$ cat config.mk
export PLATFORM = sky130hd
export DESIGN_NAME = atm_session_ctrl
export DESIGN_NICKNAME = d
export VERILOG_FILES = /design/src/rtl/atm_session_ctrl.sv
export SDC_FILE = /design/constraint.sdc
export NUM_CORES = 1
export LEC_CHECK = 0
export ABC_AREA = 1
export CAP_MARGIN = 20
export CORE_UTILIZATION = 51
export DETAILED_ROUTE_END_ITERATION = 16
export PLACE_DENSITY_LB_ADDON = 0.1
export REMOVE_ABC_BUFFERS = 1
export SETUP_SLACK_MARGIN = 0.4
export SLEW_MARGIN = 20
export SYNTH_ARGS = -nofsm -noshare
export SYNTH_HDL_FRONTEND = slang
export SYNTH_SLANG_ARGS = --single-unit
$ cat constraint.sdc
create_clock -name clk -period 2.2 [get_ports clk]
set_input_delay 0.44 -clock clk [delete_from_list [all_inputs] [get_ports clk]]
set_output_delay 0.44 -clock clk [all_outputs]
set_load 0.005 [all_outputs]
$ cat src/rtl/atm_session_ctrl.sv
// rtl/atm_session_ctrl.sv - ATM login controller around the combinational account authenticator
// Card lookup, PIN check against an internal table, per-account retry lock and PIN-entry timeout.
module atm_session_ctrl #(
   parameter int NUM_ACCOUNTS   = 10,
   parameter int MAX_TRIES      = 3,
   parameter int TIMEOUT_CYCLES = 1024
) (
   input  logic        clk,
   input  logic        rst_n,
   input  logic        card_valid_i,
   input  logic [3:0]  card_acc_num_i,
   input  logic        pin_valid_i,
   input  logic [15:0] pin_in_i,
   input  logic        card_eject_i,
   output logic [3:0]  auth_acc_num_o,
   input  logic [3:0]  auth_acc_index_i,
   input  logic        auth_found_i,
   output logic        session_active_o,
   output logic [3:0]  session_acc_index_o,
   output logic        login_ok_o,
   output logic        login_fail_o,
   output logic        card_retained_o,
   output logic [2:0]  error_code_o,
   output logic        busy_o
);

   localparam int TW = $clog2(TIMEOUT_CYCLES) + 1;
   localparam logic [TW-1:0] TIMER_LAST  = TW'(TIMEOUT_CYCLES - 1);
   localparam logic [TW-1:0] TIMER_ONE   = TW'(1);
   localparam logic [3:0]    NUM_ACC_W   = 4'(NUM_ACCOUNTS);
   localparam logic [2:0]    MAX_TRIES_W = 3'(MAX_TRIES);

   localparam logic [2:0] ERR_NONE     = 3'd0;
   localparam logic [2:0] ERR_NOTFOUND = 3'd1;
   localparam logic [2:0] ERR_WRONGPIN = 3'd2;
   localparam logic [2:0] ERR_LOCKED   = 3'd3;
   localparam logic [2:0] ERR_TIMEOUT  = 3'd4;

   typedef enum logic [2:0] {
      S_IDLE,
      S_LOOKUP,
      S_WAIT_PIN,
      S_CHECK,
      S_ACTIVE
   } state_e;

   state_e                      state_q, state_d;
   logic [3:0]                  acc_num_q, acc_num_d;
   logic [3:0]                  idx_q, idx_d;
   logic [15:0]                 pin_q, pin_d;
   logic [TW-1:0]               timer_q, timer_d;
   logic [2:0]                  err_q, err_d;
   logic                        ok_q, ok_d;
   logic                        fail_q, fail_d;
   logic                        ret_q, ret_d;
   logic [NUM_ACCOUNTS-1:0]     lock_q, lock_d;
   logic [NUM_ACCOUNTS-1:0][1:0] tries_q, tries_d;
   logic [2:0]                  tries_inc;

   // PINs are stored as the plain binary of the decimal value.
   function automatic logic [15:0] pin_table(input logic [3:0] i);
      case (i)
         4'd0:    pin_table = 16'd1234;
         4'd1:    pin_table = 16'd2345;
         4'd2:    pin_table = 16'd3456;
         4'd3:    pin_table = 16'd4567;
         4'd4:    pin_table = 16'd5678;
         4'd5:    pin_table = 16'd6789;
         4'd6:    pin_table = 16'd7890;
         4'd7:    pin_table = 16'd8901;
         4'd8:    pin_table = 16'd9012;
         4'd9:    pin_table = 16'd7123;
         default: pin_table = 16'd0;
      endcase
   endfunction

   assign tries_inc = {1'b0, tries_q[idx_q]} + 3'd1;

   always_comb begin
      state_d   = state_q;
      acc_num_d = acc_num_q;
      idx_d     = idx_q;
      pin_d     = pin_q;
      timer_d   = timer_q;
      err_d     = err_q;
      ok_d      = 1'b0;
      fail_d    = 1'b0;
      ret_d     = 1'b0;
      lock_d    = lock_q;
      tries_d   = tries_q;
      case (state_q)
         S_IDLE: begin
            if (card_valid_i) begin
               acc_num_d = card_acc_num_i;
               err_d     = ERR_NONE;
               state_d   = S_LOOKUP;
            end
         end
         S_LOOKUP: begin
            // An out-of-range index from the authenticator is treated as not found.
            if (!auth_found_i || (auth_acc_index_i >= NUM_ACC_W)) begin
               err_d   = ERR_NOTFOUND;
               fail_d  = 1'b1;
               state_d = S_IDLE;
            end else if (lock_q[auth_acc_index_i]) begin
               err_d   = ERR_LOCKED;
               ret_d   = 1'b1;
               state_d = S_IDLE;
            end else begin
               idx_d   = auth_acc_index_i;
               timer_d = '0;
               state_d = S_WAIT_PIN;
            end
         end
         S_WAIT_PIN: begin
            if (card_eject_i) begin
               err_d   = ERR_NONE;
               state_d = S_IDLE;
            end else if (pin_valid_i) begin
               pin_d   = pin_in_i;
               state_d = S_CHECK;
            end else if (timer_q == TIMER_LAST) begin
               err_d   = ERR_TIMEOUT;
               fail_d  = 1'b1;
               state_d = S_IDLE;
            end else begin
               timer_d = timer_q + TIMER_ONE;
            end
         end
         S_CHECK: begin
            if (pin_q == pin_table(idx_q)) begin
               tries_d[idx_q] = 2'd0;
               ok_d           = 1'b1;
               state_d        = S_ACTIVE;
            end else if (tries_inc == MAX_TRIES_W) begin
               lock_d[idx_q]  = 1'b1;
               tries_d[idx_q] = 2'd0;
               err_d          = ERR_LOCKED;
               fail_d         = 1'b1;
               ret_d          = 1'b1;
               state_d        = S_IDLE;
            end else begin
               tries_d[idx_q] = tries_inc[1:0];
               err_d          = ERR_WRONGPIN;
               fail_d         = 1'b1;
               timer_d        = '0;
               state_d        = S_WAIT_PIN;
            end
         end
         S_ACTIVE: begin
            if (card_eject_i) begin
               state_d = S_IDLE;
            end
         end
         default: state_d = S_IDLE;
      endcase
   end

   always_ff @(posedge clk or negedge rst_n) begin
      if (!rst_n) begin
         state_q   <= S_IDLE;
         acc_num_q <= '0;
         idx_q     <= '0;
         pin_q     <= '0;
         timer_q   <= '0;
         err_q     <= ERR_NONE;
         ok_q      <= 1'b0;
         fail_q    <= 1'b0;
         ret_q     <= 1'b0;
         lock_q    <= '0;
         tries_q   <= '0;
      end else begin
         state_q   <= state_d;
         acc_num_q <= acc_num_d;
         idx_q     <= idx_d;
         pin_q     <= pin_d;
         timer_q   <= timer_d;
         err_q     <= err_d;
         ok_q      <= ok_d;
         fail_q    <= fail_d;
         ret_q     <= ret_d;
         lock_q    <= lock_d;
         tries_q   <= tries_d;
      end
   end

   assign auth_acc_num_o      = acc_num_q;
   assign session_active_o    = (state_q == S_ACTIVE);
   assign session_acc_index_o = (state_q == S_ACTIVE) ? idx_q : 4'd0;
   assign login_ok_o          = ok_q;
   assign login_fail_o        = fail_q;
   assign card_retained_o     = ret_q;
   assign error_code_o        = err_q;
   assign busy_o              = (state_q != S_IDLE);

endmodule

==> impl_metrics.py <==
metrics = {
    "outcome": {
        "outcome": "finished with violations",
        "failed_checks": "hold timing, setup timing",
    },
    "final_layout": {
        "layout.cells.most_common": "nand2_1",
        "nets": 753,
        "fin_area_um2": 6290,
        "syn_to_final_growth_pct": 48.4,
        "seqCellArea_um2": 1860,
        "multi_input_area_um2": 2470,
        "mostFrequentLayoutCells": "128 x nand2_1, 80 x buf_4, 70 x dfrtp_1",
        "fill_cells": 506,
        "drive_above_1_share": 0.350,
        "n_antenna_cell": 0,
    },
    "timing": {
        "worst_slew_pin_slew_ns": 0.562,
        "relSlewSlack": 0.625,
        "setup_ws_ns": -0.0657,
        "tns_ns": -0.417,
        "rsz0062_at_grt": "true",
        "clock.fmax_mhz": 441,
        "skew_ns": 0.0155,
        "setup_viol": 11,
        "min_period_ns": 2.27,
        "hold_viol": 4,
        "period_share": 1.03,
        "slew_violations": 0,
        "holdWs_ns": -0.0120,
    },
    "power_and_ir_drop": {
        "power_mw": 9.12,
        "p_leak_nw": 3.13,
        "power-per-cell-area_nw_per_um2": 1450,
        "peakVddDrop_uv": 746,
    },
    "grt": {
        "gr-max-usage-layer": "met2",
        "globalRouteTotalUtil": 0.302,
        "overflow": 0,
        "antenna_found_initial": 0,
        "met1_usage": 0.397,
        "grt_pass1_wl_mm": 20.4,
        "first_global_vias": 4293,
        "met3_usage": 0.0667,
        "grt_use_met2": 0.491,
        "grt_max_degree": 47,
    },
    "place": {
        "place_congestion": 0.943,
        "place_hpwl_mm": 8.37,
        "pre_cts_ws_ns": -0.107,
        "portBuffers": 45,
        "placed_area_um2": 5190,
    },
    "worst_setup_path": {
        "path_max_fanout": 5,
        "cp.arrival_ns": 2.52,
        "critPathCaptureType": "flop",
        "path_cells": "buf_6, clkinvlp_4, nor2_2, o22ai_1, a221o_1, ha_4, nand2_4, nand2_4, nor2_4, nand3_4, buf_16, nand2_4, nand2_1",
        "cp_data_required_time_ns": 2.45,
        "critPathLaunchType": "flop",
        "critPathSlowestCell": "dfrtp_2",
        "worstSetupPathType": "reg2reg",
        "r2r_slack_ns": -0.07,
        "worst-path-buf-inv": 3,
        "critPathMostFrequentCell": "nand2_4",
        "critPathTopFamily": "simple AND/OR/NAND/NOR gates",
        "critPathMaxStageDelay_ns": 0.46,
    },
    "clock_tree": {
        "clock_sinks": 74,
        "hold_buffers": 0,
        "cts_max_level": 3,
        "cts_tree": "built",
        "cts_inserted_buffers": 9,
        "clk_path_buf_depth": 2,
        "clkTransAtPathRegs_ns": 0.09,
        "clockRootBuffer": "clkbuf_8",
        "insertion_delay_ns": 0.36,
    },
    "route": {
        "drt-initial-drc-count": 235,
        "wl_mm": 13.3,
        "post-route-drc-count": 0,
        "wl_per_cell_um": 16.2,
        "vias_per_cell": 5.55,
        "drtPass1Iterations": 5,
        "ant_nets": 0,
        "vias": 4560,
    },
    "yosys": {
        "yosysUniqueCellTypes": 34,
        "synthesis.area_um2": 4240,
        "yosys_warnings": 0,
        "synth-seq-area-share": 0.437,
        "ys_ff_latch": 74,
        "syn-mean-instance-area_um2": 7.57,
        "synth_cells": 560,
    },
    "die": {
        "core_area_um2": 7890,
        "die_w_um": 93.2,
        "row_count": 32,
        "io_pins": 46,
        "initial_core_util": 0.537,
        "die_h_um": 93.2,
        "design.die.area_um2": 8680,
    },
    "worst_hold_path": {
        "hold_path_class": "in2async",
    },
    "flow_run": {
        "maxCapViolations": 0,
    },
}
-- flip-flops by register name (all words and copies together) (netlist names) --
register and count:
pin_q 16, login_fail_o 1, error_code_o 3, login_ok_o 1
lock_q 10, auth_acc_num_o 4, timer_q 11, card_retained_o 1
idx_q 4, state_q 3, tries_q 20
-- cell type report --
class | instances | share of cell area
clock inverters | 7 | 0.0123
clock buffers | 9 | 0.0197
inverters | 61 | 0.0400
well taps | 102 | 0.0203
flip-flops and latches | 74 | 0.295
repair inverters | 1 | 0.00119
multi-input cells | 417 | 0.393
repair buffers | 150 | 0.219
-- per-layer routing --
| layer | share of wire | vias up |
|---|---|---|
| met5 | 0 | - |
| met4 | 0.031 | 0 |
| met3 | 0.066 | 44 |
| met2 | 0.48 | 205 |
| met1 | 0.42 | 2176 |
| li1 | - | 2135 |
-- cell usage after synthesis, drive strengths merged --
cell,count,area share
nor3,5,0.0071
nor2,75,0.071
buf,4,0.012
dfrtp,74,0.44
a21oi,21,0.025
and3,1,0.0015
a21o,1,0.0018
nand2,164,0.16
nand3b,6,0.012
o21ai,39,0.046
xor2,1,0.0021
o2111ai,1,0.0021
or2,4,0.0059
clkbuf,6,0.0053
a31o,2,0.0041
inv,61,0.055
ha,9,0.027
mux2,6,0.016
o22ai,4,0.0059
nand3,59,0.081
a221o,1,0.0024
o21bai,1,0.0018
nand4,15,0.022
-- metrics by stage --
step           cells  hold slack [ns]  utilization
3_5_place_dp     750            0.394        0.658
5_1_grt          821          0.00929        0.798
3_3_place_gp     750            0.388        0.658
2_1_floorplan    550            0.144            -
6_report         821          -0.0120        0.798
4_1_cts          803          0.00626        0.751
-- path summary, 6_finish.rpt --
| path | startpoint | end | cells after the start |
|---|---|---|---|
| min reg2reg | lock_q[3]$_DFFE_PN0P_ | lock_q[3]$_DFFE_PN0P_ | 2 |
| min in group clk | lock_q[3]$_DFFE_PN0P_ | lock_q[3]$_DFFE_PN0P_ | 2 |
| max reg2reg | idx_q[1]$_DFFE_PN0P_ | timer_q[2]$_DFFE_PN0P_ | 13 |
| max in group asynchronous | rst_n | idx_q[1]$_DFFE_PN0P_ | 2 |
| max | idx_q[1]$_DFFE_PN0P_ | timer_q[2]$_DFFE_PN0P_ | 13 |
| min | rst_n | lock_q[3]$_DFFE_PN0P_ | 1 |
-- cell families (layout without fill, tap and decap cells) --
group,after synthesis,count (layout),share of synthesized area
compound gates,70,70,0.0888
xor+xnor,1,1,0.00207
fa+ha+maj,9,9,0.0266
buf+inv,71,228,0.0714
flops,74,74,0.437
mux,6,6,0.0159
simple gates,329,331,0.358
-- timing repair --
action | 4_1_cts | 5_1_grt
gates resized for setup | 85 | 78
cloned | 3 | 1
buffers inserted | 34 | 17
pin swaps | 27 | 32
endpoints found under the setup margin | 57 | 76
-- power by group --
| group | switching (mW) | internal, mW |
|---|---|---|
| Clock | 0.553 | 0.531 |
| Sequential | 0.309 | 1.83 |
| Combinational | 3.16 | 2.74 |
| Total | 4.03 | 5.10 |
No activity file was read; power rests on OpenSTA's default activity.
